==> config.mk <==
export PLATFORM = sky130hd
export DESIGN_NAME = trdb_branch_map_flat
export DESIGN_NICKNAME = d
export VERILOG_FILES = /design/src/rtl/trdb_pkg.sv /design/src/rtl/trdb_branch_map_if.sv /design/src/rtl/trdb_branch_map.sv /design/src/flat_wrapper.sv
export SDC_FILE = /design/constraint.sdc
export NUM_CORES = 1
export LEC_CHECK = 0
export CORE_MARGIN = 2
export CORE_UTILIZATION = 50
export DETAILED_ROUTE_END_ITERATION = 6
export PLACE_DENSITY = 0.82
export SLEW_MARGIN = 0
export SYNTH_ARGS = -nofsm -noshare
export SYNTH_HDL_FRONTEND = slang
export SYNTH_SLANG_ARGS = --single-unit
==> constraint.sdc <==
create_clock -name clk_i -period 1.81 [get_ports clk_i]
set_input_delay 0.362 -clock clk_i [delete_from_list [all_inputs] [get_ports clk_i]]
set_output_delay 0.362 -clock clk_i [all_outputs]
set_load 0.01 [all_outputs]
==> src/rtl/trdb_pkg.sv <==
// trdb_pkg: shared trace-debug constants and types.
//   BRANCH_MAP_LEN   : number of bits in the branch map (format 0/1/2 payloads).
//   BRANCH_MAP_CNT_W : width needed to hold a branch count of 0..BRANCH_MAP_LEN.
//   trdb_bm_state_e  : occupancy state of the branch map accumulator.
package trdb_pkg;

  localparam int BRANCH_MAP_LEN   = 30;
  // Must hold the value BRANCH_MAP_LEN itself, hence the +1.
  localparam int BRANCH_MAP_CNT_W = $clog2(BRANCH_MAP_LEN + 1);

  typedef enum logic [1:0] {
    S_EMPTY = 2'd0,
    S_ACCUM = 2'd1,
    S_FULL  = 2'd2
  } trdb_bm_state_e;

endpackage

==> src/rtl/trdb_branch_map_if.sv <==
// trdb_branch_map_if: groups the branch-map input strobes and the map outputs.
//   valid_i/taken_i : retired conditional branch and its outcome (from retire filter).
//   flush_i         : emitter captured map_o/count_o this cycle.
//   map_o/count_o   : accumulated branch map and number of valid bits.
//   empty_o/full_o  : occupancy flags; full_o is the packet request.
//   overflow_o      : sticky drop indicator.
// Handshake: full_o requests a packet; the emitter asserts flush_i in the same
// cycle it samples map_o/count_o, and full_o falls the cycle after. Upstream is
// never back-pressured; branches arriving while full are dropped and flagged.
// modport master: environment side (drives strobes). modport slave: the block.
interface trdb_branch_map_if #(
  parameter int MAP_LEN = trdb_pkg::BRANCH_MAP_LEN,
  parameter int CNT_W   = $clog2(MAP_LEN + 1)
);
  logic               valid_i;
  logic               taken_i;
  logic               flush_i;
  logic [MAP_LEN-1:0] map_o;
  logic [CNT_W-1:0]   count_o;
  logic               empty_o;
  logic               full_o;
  logic               overflow_o;

  modport master (
    output valid_i, taken_i, flush_i,
    input  map_o, count_o, empty_o, full_o, overflow_o
  );

  modport slave (
    input  valid_i, taken_i, flush_i,
    output map_o, count_o, empty_o, full_o, overflow_o
  );
endinterface

==> src/rtl/trdb_branch_map.sv <==
// trdb_branch_map: accumulates retired conditional-branch outcomes into an
// LSB-first map (1 = not taken) with a branch count, for the packet emitter.
// Ports:
//   clk_i   : clock, all updates on rising edge.
//   rst_i   : asynchronous active-high reset.
//   bm      : trdb_branch_map_if.slave (valid_i, taken_i, flush_i in;
//             map_o, count_o, empty_o, full_o, overflow_o out).
//   state_o : current occupancy state, for observation.
// All outputs are registered; inputs in cycle N show on outputs in cycle N+1.
module trdb_branch_map
  import trdb_pkg::*;
#(
  parameter int MAP_LEN = trdb_pkg::BRANCH_MAP_LEN,
  parameter int CNT_W   = $clog2(MAP_LEN + 1)
) (
  input  logic                 clk_i,
  input  logic                 rst_i,
  trdb_branch_map_if.slave     bm,
  output trdb_bm_state_e       state_o
);

  trdb_bm_state_e     state_q, state_d;
  logic [MAP_LEN-1:0] map_q, map_d;
  logic [CNT_W-1:0]   count_q, count_d;
  logic               empty_q, empty_d;
  logic               full_q, full_d;
  logic               overflow_q, overflow_d;

  logic               accept;
  logic               drop;
  logic [MAP_LEN-1:0] base_map;
  logic [CNT_W-1:0]   base_cnt;
  logic [MAP_LEN-1:0] wr_en;

  // Flush clears before the write, so a branch arriving with flush is always
  // accepted and lands in bit 0. Only a full map without flush drops.
  assign drop     = bm.valid_i && !bm.flush_i && (state_q == S_FULL);
  assign accept   = bm.valid_i && !drop;
  assign base_map = bm.flush_i ? '0 : map_q;
  assign base_cnt = bm.flush_i ? '0 : count_q;

  // One-hot write enable at the post-flush count.
  always_comb begin
    wr_en = '0;
    for (int i = 0; i < MAP_LEN; i++) begin
      wr_en[i] = accept && (base_cnt == CNT_W'(i));
    end
  end

  always_comb begin
    for (int i = 0; i < MAP_LEN; i++) begin
      map_d[i] = wr_en[i] ? !bm.taken_i : base_map[i];
    end
  end

  assign count_d    = accept ? (base_cnt + CNT_W'(1)) : base_cnt;
  assign overflow_d = overflow_q || drop;

  // Next state follows directly from the occupancy the count will have.
  always_comb begin
    state_d = state_q;
    case (state_q)
      S_EMPTY: begin
        if (bm.valid_i) state_d = (MAP_LEN == 1) ? S_FULL : S_ACCUM;
      end
      S_ACCUM: begin
        if (bm.flush_i)
          state_d = bm.valid_i ? ((MAP_LEN == 1) ? S_FULL : S_ACCUM) : S_EMPTY;
        else if (bm.valid_i && (count_q == CNT_W'(MAP_LEN - 1)))
          state_d = S_FULL;
      end
      S_FULL: begin
        if (bm.flush_i)
          state_d = bm.valid_i ? ((MAP_LEN == 1) ? S_FULL : S_ACCUM) : S_EMPTY;
      end
      default: state_d = S_EMPTY;
    endcase
  end

  assign empty_d = (state_d == S_EMPTY);
  assign full_d  = (state_d == S_FULL);

  always_ff @(posedge clk_i or posedge rst_i) begin
    if (rst_i) begin
      state_q    <= S_EMPTY;
      map_q      <= '0;
      count_q    <= '0;
      empty_q    <= 1'b1;
      full_q     <= 1'b0;
      overflow_q <= 1'b0;
    end else begin
      state_q    <= state_d;
      map_q      <= map_d;
      count_q    <= count_d;
      empty_q    <= empty_d;
      full_q     <= full_d;
      overflow_q <= overflow_d;
    end
  end

  assign bm.map_o      = map_q;
  assign bm.count_o    = count_q;
  assign bm.empty_o    = empty_q;
  assign bm.full_o     = full_q;
  assign bm.overflow_o = overflow_q;
  assign state_o       = state_q;

endmodule
==> src/flat_wrapper.sv <==
// flat-port wrapper written by rule: the top's interface ports become plain ports
module trdb_branch_map_flat import trdb_pkg::*;
#(
  parameter int MAP_LEN = trdb_pkg::BRANCH_MAP_LEN,
  parameter int CNT_W   = $clog2(MAP_LEN + 1)
)
  (clk_i, rst_i, state_o, bm_valid_i, bm_taken_i, bm_flush_i, bm_map_o, bm_count_o, bm_empty_o, bm_full_o, bm_overflow_o);
  trdb_branch_map_if #(.MAP_LEN(MAP_LEN), .CNT_W(CNT_W)) bm_i ();
  input  logic clk_i;
  input  logic rst_i;
  output trdb_bm_state_e state_o;
  input wire logic [$bits(bm_i.valid_i)-1:0] bm_valid_i;
  input wire logic [$bits(bm_i.taken_i)-1:0] bm_taken_i;
  input wire logic [$bits(bm_i.flush_i)-1:0] bm_flush_i;
  output wire logic [$bits(bm_i.map_o)-1:0] bm_map_o;
  output wire logic [$bits(bm_i.count_o)-1:0] bm_count_o;
  output wire logic [$bits(bm_i.empty_o)-1:0] bm_empty_o;
  output wire logic [$bits(bm_i.full_o)-1:0] bm_full_o;
  output wire logic [$bits(bm_i.overflow_o)-1:0] bm_overflow_o;
  assign bm_i.valid_i = bm_valid_i;
  assign bm_i.taken_i = bm_taken_i;
  assign bm_i.flush_i = bm_flush_i;
  assign bm_map_o = bm_i.map_o;
  assign bm_count_o = bm_i.count_o;
  assign bm_empty_o = bm_i.empty_o;
  assign bm_full_o = bm_i.full_o;
  assign bm_overflow_o = bm_i.overflow_o;
  trdb_branch_map #(.MAP_LEN(MAP_LEN), .CNT_W(CNT_W)) u_core (.clk_i(clk_i), .rst_i(rst_i), .bm(bm_i), .state_o(state_o));
endmodule
**Yosys cells after proc, flatten, opt, wreduce, memory -nomap -nowiden**

Index checks and enable logic that the tools add are counted.

- Word-level logic and storage cells: 179
- Output and inout port bits: 40
- Bits in registers: 40
- Input port bits: 5

- Equality and inequality tests: 33
- Add/subtract/negate cells: 1
- Reduce and logical (&&, ||, !) cells: 71
- Multiplexer cells: 39

Operators with widths:

| operator | number |
|---|---|
| 5-bit == test (second input constant) | 15 |
| 2-bit nonzero test | 30 |
| 5-bit by 4-bit == test with 1-bit output (second input constant) | 8 |
| 1-bit logical AND | 34 |
| 1-bit 2-to-1 mux | 31 |
| 30-bit 2-to-1 mux | 1 |
| 5-bit by 3-bit == test with 1-bit output (second input constant) | 4 |
| 5-bit by 2-bit == test with 1-bit output (second input constant) | 2 |
| 5-bit 2-to-1 mux | 2 |
| 2-bit 2-to-1 mux | 4 |
| 2-bit one-hot mux with 3 select lines | 1 |
| 5-bit by 1-bit adder with 5-bit output (second input constant) | 1 |
| 5-bit by 1-bit == test with 1-bit output (second input constant) | 1 |
| 5-bit zero test | 1 |
| 2-bit == test (second input constant) | 2 |
| 2-bit zero test | 2 |
| 1-bit zero test | 3 |
| 2-bit by 1-bit == test with 1-bit output (second input constant) | 1 |
| 1-bit logical OR | 1 |

**Logic depth before layout (Yosys ltp)**

Gate-level depths: netlist of run 1.

- Depth after elaboration: 7
- Mapped depth: 9

**Worst setup path before layout of run 1**

No wires, ideal clock.

- Path kind: input port to flip-flop
- Start: input port bm_flush_i
- End: register u_core.map_q[15], in the netlist u_core.bm.map_o[15]
- Slack: 156 ps
- Arrival: 1,520 ps
- Stages on the path: 9
- Buffers on the path: 0
- Required time: 1,676 ps
- Cells stage by stage: inv_2 -> nand2_1 -> inv_1 -> ha_1 -> nor3b_1 -> ha_1 -> nand2_1 -> o211ai_1 -> o31ai_1

- Longest elaborated chain between the ends: 7
- Elaborated cells on any way between the ends: 10

Ends and longest elaborated chain:

| what | RTL line | RTL |
|---|---|---|
| from (decl) | flat_wrapper.sv:14 | `input wire logic [$bits(bm_i.flush_i)-1:0] bm_flush_i;` |
| branches (longest 7 deep; another with 5-bit 2-to-1 mux) | n/a |  |
| to (signal assigned) | trdb_branch_map.sv:93 | `map_q <= map_d;` |
| to (decl) | trdb_branch_map.sv:23 | `logic [MAP_LEN-1:0] map_q, map_d;` |

Parallel ways; which one is timed is not known.
A chain may end at the register's enable or synchronous reset.

**Final worst setup path of run 1**

- Start: register u_core.count_q[2], in the netlist u_core.bm.count_o[2]
- End: output port bm_count_o[2]

RTL lines:

| what | RTL line | RTL |
|---|---|---|
| from (decl) | trdb_branch_map.sv:24 | `logic [CNT_W-1:0] count_q, count_d;` |
| from (signal assigned) | trdb_branch_map.sv:94 | `count_q <= count_d;` |
| to (decl) | flat_wrapper.sv:16 | `output wire logic [$bits(bm_i.count_o)-1:0] bm_count_o;` |

No word-level cell between the ends.

==> results of run 1 <==
[cell type report]
cell class | instances | area (um2) | share of cell area (%)
Tap cell | 50 | 62.6 | 2.18
Inverter | 5 | 18.8 | 0.653
Clock inverter | 2 | 15.0 | 0.523
Timing Repair Buffer | 71 | 671 | 23.3
Clock buffer | 6 | 82.6 | 2.87
Sequential cell | 40 | 1000 | 34.9
Multi-Input combinational cell | 145 | 1020 | 35.5
[power by group through the flow]
stage               Clock [uW]  Combinational, uW  Sequential, uW
floorplan                    0                110             955
global placement             0                248             947
detailed placement           0                252             948
CTS                        651                255             931
global route               687                285             935
finish                     646                262             932
[state kept, by name, indices dropped and copies added (netlist names)]
signal and flops:
u_core.bm.count_o 5, u_core.bm.empty_o 1, u_core.bm.full_o 1, u_core.bm.map_o 30, u_core.bm.overflow_o 1, u_core.state_o 2
[what timing repair did]
item / 4_1_cts / 5_1_grt
endpoints found under the setup margin: 3 / 12
pin swaps: 0 / 2
hold endpoints to repair: 0 / 0
resized for setup: 2 / 10
setup buffers: 0 / 1
[worst min-delay path: cells and delay by family]
kind                   cells  cell delay, ns
buffers and inverters      3            0.71
[cell usage in the layout, fill, tap and decap left out, types with 3 or more instances in the layout]
master and count:
nand2_1 37, nor2_1 6, clkdlybuf4s50_1 43, mux2i_1 26, o32ai_1 4, nand4b_1 7
buf_4 25, o21ai_0 4, clkbuf_8 6, ha_1 5, nand3_1 13, inv_2 3
nor4_1 6, nor4_2 5, dfrtp_1 38
[through the flow]
stage | cell area [um2] | hold WS, ns | utilization (%)
final | 2870 | 0.406 | 71.3
after detailed placement | 2730 | 0.460 | 67.7
after global placement | 2730 | 0.463 | 67.7
after global routing | 2870 | 0.441 | 71.3
after floorplan | 2090 | 0.476 | -
after CTS | 2830 | 0.409 | 70.2
[logic make-up after synthesis]
family,Yosys count,synth area share [%]
muxes,27,13.0
AOI/OAI and AO/OA,17,5.68
adders and majority gates,6,3.47
buffers and inverters,23,5.20
and+or+nand+nor,94,24.4
xor gates and xnor gates,1,0.418
DFF,40,47.9
[metal layers]
metal | global-route usage (%) | vias up | share of wire [%]
li1 | - | 857 | -
met1 | 29.7 | 877 | 42
met2 | 38.2 | 73 | 50
met3 | 3.90 | 12 | 5.5
met4 | 11.8 | 0 | 2.7
met5 | 0 | - | 0
[how the worst max path moves through the flow]
| stage | start | to | depth (start not counted) |
|---|---|---|---|
| after CTS | bm_flush_i | u_core.bm.map_o[15] | 10 |
| after global routing | u_core.bm.count_o[2] | bm_count_o[2] | 1 |
| after detailed placement | bm_flush_i | u_core.bm.map_o[15] | 10 |
| final | u_core.bm.count_o[2] | bm_count_o[2] | 1 |
| after global placement | bm_flush_i | u_core.bm.map_o[15] | 10 |
| after floorplan | bm_flush_i | u_core.bm.map_o[15] | 9 |
==> run metrics, run 1 <==
Post-Syn Nets around 220; clk sinks 40; Setup-failing EPs final 0; final hold vios 0; Reg2Reg Capture Point u_core.bm.map_o[11]; setup TNS 0 ns; YS warnings 0; DRC 0; Post-synth EDFFs 0; Syn Area/Cell between 10 and 15 um2; top cell type's share of synthesized area between 40% and 50%; full die area roughly 4700 um2; Avg WL per Cell ~16 um; Commonest cells post-synth dfrtp_1 (39), nand2_1 (39), mux2i_1 (26); Worst-Margin Slew approximately 0.78 ns; Net Sw Frac 26.7%; sequential power share 50.7%; CP max FO 8; max_cap viols 0; CP Data Arrival Time between 1 and 1.5 ns; worst hold path type in -> async; WS Path Type reg -> out; Worst EP required about 1.5 ns; CP max stage delay around 0.6 ns; fin crit period around 1.8 ns; post-detailed-routing wire length a little over 5000 um; RSZ-0062 raised after global routing no; Post-Synthesis Cells about 210; root buf cell clkbuf_8; DR pass1 iterations 5; Initial Util between 50% and 60%; # fillers between 300 and 400; fin crit share 96.9%; Tot GR Track Use 23.3%; n_diodes 0; GPL Wtd Cong between 0.8 and 0.9; # hold bufs at CTS 0; fraction of registers with async set/reset between 90% and 100%; via count roughly 1800; Slew Viols, Final 0; DP Worst Slack -0.325 ns; Worst slew margin 47.9%; Die W 68.7 um; CTS clk-pin slew, worst paths 0.08 ns; clock skew just under 0.008 ns; GR Overflow Total 0; CTS Buf Count 5; Inst Count DP just over 300; crit-path cells clkdlybuf4s50_1; final worst slack 0.0570 ns; Leak Pwr about 0.0013 uW; Max clock buf depth 2; outcome completed; share of cells above drive strength 1 19.7%; synth-to-layout area growth 37.2%; worst r2r src u_core.bm.count_o[1]; post-synthesis sequential area ratio about 48%; First DRT Iteration DRCs around 140; most common flop cell mapped by yosys dfrtp_1; core area 4030 um2; Crit path max-delay family buffers and inverters; I/O pins 45; FF-to-FF path depth 7; leading area contributor after synthesis dfrtp_1; H-tree levels 2; number of routed nets with antenna violations 0; WP buf/inv 1; Die Span Y 68.7 um; Nets ~280; setup slack, reg-to-reg approximately 0.15 ns; Finished Layout Cells approximately 320; Skew-Pair Late Insertion Delay a little over 0.3 ns; # rows 23; FMAX around 0.57 GHz; number of library cell types mapped by synthesis between 40 and 50; Clock power frac 35.1%; Buffers on Ports 44; CTS tree done; vias in the first global route 1730; Pint between 1000 and 1500 uW; Post-Syn Area 2090 um2; wire length of the first global-routing pass roughly 8000 um; total power roughly 1800 uW; CP Launch Type flop; logic gate share of total power between 10% and 20%; Synth area leaders dfrtp_1 (47%), mux2i_1 (12%), nand2_1 (7.0%), nand3_1 (3.1%), ha_1 (3.0%); Setup crit end kind output port; synthesized flop and latch total 40; final HPWL from detailed placement approximately 3400 um; slowest CP cell clkdlybuf4s50_1; Via density between 5 and 6; initial antenna violation count 0; largest net degree at the start of global routing just over 40; Switch Pwr 491 uW; PwrDens about 640 nW/um2; VDD IR max between 0.4 and 0.5 mV
Power figures use the tool's default switching activity.
==> inputs of run 2 (changes only) <==
--- a/config.mk
+++ b/config.mk
@@ -8,7 +8,8 @@
 export CORE_MARGIN = 2
 export CORE_UTILIZATION = 50
 export DETAILED_ROUTE_END_ITERATION = 6
-export PLACE_DENSITY = 0.82
+export PLACE_DENSITY = 0.79
+export REMOVE_ABC_BUFFERS = 1
 export SLEW_MARGIN = 0
 export SYNTH_ARGS = -nofsm -noshare
 export SYNTH_HDL_FRONTEND = slang
==> constraint.sdc (replaced) <==
create_clock -name clk_i -period 1.81 [get_ports clk_i]
set_input_delay 0.362 -clock clk_i [delete_from_list [all_inputs] [get_ports clk_i]]
set_output_delay 0.362 -clock clk_i [all_outputs]
set_load 0.02 [all_outputs]
==> run 2 against run 1 <==
First-iteration DRC count fell by 38%. Hold slack lost 0.0012 ns. Sequential cell count unchanged. Sequential share of layout area is 0.31 points lower. Core utilization increased by 0.56 points. Cell count down 1.3%. Cell area increased by 0.78%. Register-to-register slack improved by 0.02 ns. Clock power is 13% higher. Sequential power hardly changed. Critical path depth increased by 8. Total power is 4.8% higher. Largest cell class unchanged. Highest routed layer unchanged.
==> run metrics, run 2 (same netlist as run 1, synthesis figures left out) <==
fin crit share 96.7%; WHS between 0.4 and 0.5 ns; CP Data Arrival Time between 1.5 and 2 ns; crit path from bm_flush_i; Die Span Y approximately 70 um; Slew Viols, Final 0; core area just over 4000 um2; gr busiest metal met2; Setup-failing EPs final 0; final hold vios 0; share of cells above drive strength 1 ~20%; Worst slew margin around 38%; sequential power share between 40 and 50%; # rows 23; fin crit period around 1.8 ns; M3 GR Usage 3.41%; grt met2 use a little over a third; DRC 0; most frequent cells in the layout clkdlybuf4s50_1 (41), dfrtp_1 (39), nand2_1 (37); Avg WL per Cell 15.7 um; synth-to-layout area growth 38.3%; post-detailed-routing wire length about 5000 um; Setup crit end kind flop; outcome completed; worst hold path type in -> async; Tot GR Track Use a little under a quarter; WS Path Type in -> reg; met1 Use GR roughly 31%; Initial Util a little over 50%; CTS Buf Count 5; CTS clk-pin slew, worst paths 0.08 ns; Largest register FFs 30; Die W 68.7 um; commonest non-fill, non-tap cell in the layout clkdlybuf4s50_1; H-tree levels 2; Switch Pwr around 480 uW; number of routed nets with antenna violations 0; Worst EP required 1.98 ns; VDD IR max ~0.48 mV; Via density between 5 and 6; wire length of the first global-routing pass ~8000 um; First DRT Iteration DRCs 90; logic gate share of total power 14.0%; setup TNS 0 ns; CP Launch Type input port; largest net degree at the start of global routing 41; Leak Pwr 0.00133 uW; Pint approximately 1400 uW; CP max FO 4; GR Overflow Total 0; I/O pins 45; Finished Layout Cells ~320; Clock power frac 37.8%; PwrDens ~670 nW/um2; root buf cell clkbuf_8; full die area approximately 4700 um2; clock skew 0.00726 ns; final HPWL from detailed placement between 3000 and 4000 um; worst r2r src u_core.state_o[0]; Skew-Pair Late Insertion Delay 0.30 ns; Net Sw Frac between 20% and 30%; Max clock buf depth 2; Inst Count DP between 300 and 400; vias in the first global route around 1700; FMAX between 0.5 and 0.6 GHz; n_diodes 0; GPL Wtd Cong 0.863; max_cap viols 0; initial antenna violation count 0; CTS tree done; DR pass1 iterations 4; Nets between 200 and 300; Buffers on Ports 44; via count between 1500 and 2000; clk sinks 40; Worst-Margin Slew between 0.9 and 1 ns
==> run 2: stage by stage <==
step           util, %  worst slack [ns]  cell area (um2)  power (uW)
2_1_floorplan        -            -0.107             2000        1060
4_1_cts           69.8          0.000808             2810        1930
3_3_place_gp      67.1            -0.243             2700        1200
5_1_grt           71.9           -0.0457             2900        2000
3_5_place_dp      67.1            -0.300             2700        1200
6_report          71.9            0.0597             2900        1930
==> run 2: routing by layer <==
metal,wire [um],up-vias
met4,112,0
met2,2330,67
met5,0,-
met3,287,10
li1,-,851
met1,2210,858
==> run 2: path summary, 6_finish.rpt <==
| kind | endpoint | slack, ns | cells after the start |
|---|---|---|---|
| min in group clk_i | u_core.bm.overflow_o | 0.48 | 1 |
| min | u_core.bm.map_o[6] | 0.40 | 3 |
| max | u_core.bm.map_o[2] | 0.06 | 9 |
| max reg2reg | u_core.bm.map_o[3] | 0.17 | 3 |
| min reg2reg | u_core.bm.overflow_o | 0.48 | 1 |
| max in group asynchronous | u_core.bm.empty_o | 1.15 | 3 |
==> run 2: what timing repair did <==
action	in CTS	in global routing
hold endpoints to repair	0	0
setup buffers	0	0
gates resized for setup	1	20
pin swaps	0	1
setup endpoints to repair	6	17
hold buffers	0	0
==> run 2: worst max-delay path, stage by stage <==
cell and delay, ns:
clkdlybuf4s50_1 0.44, inv_2 0.11, nand2_2 0.08, inv_2 0.10, ha_2 0.21, nand2_1 0.11, buf_4 0.16, nor4_1 0.22
o32ai_1 0.13
==> run 2: final cells by class <==
cell class	count	area, um2
clock buffers	6	72.6
clock inverters	2	35.0
fillers	305	1130
inverters	5	18.8
multi-input cells	145	1060
flip-flops and latches	40	1000
well taps	50	62.6
repair buffers	67	646
==> run 2: power groups by stage <==
stage	sequential [uW]	combinational, uW	clock, uW
detailed placement	946	258	0
floorplan	971	93.1	0
global route	932	293	776
finish	929	270	729
global placement	945	255	0
CTS	928	260	740
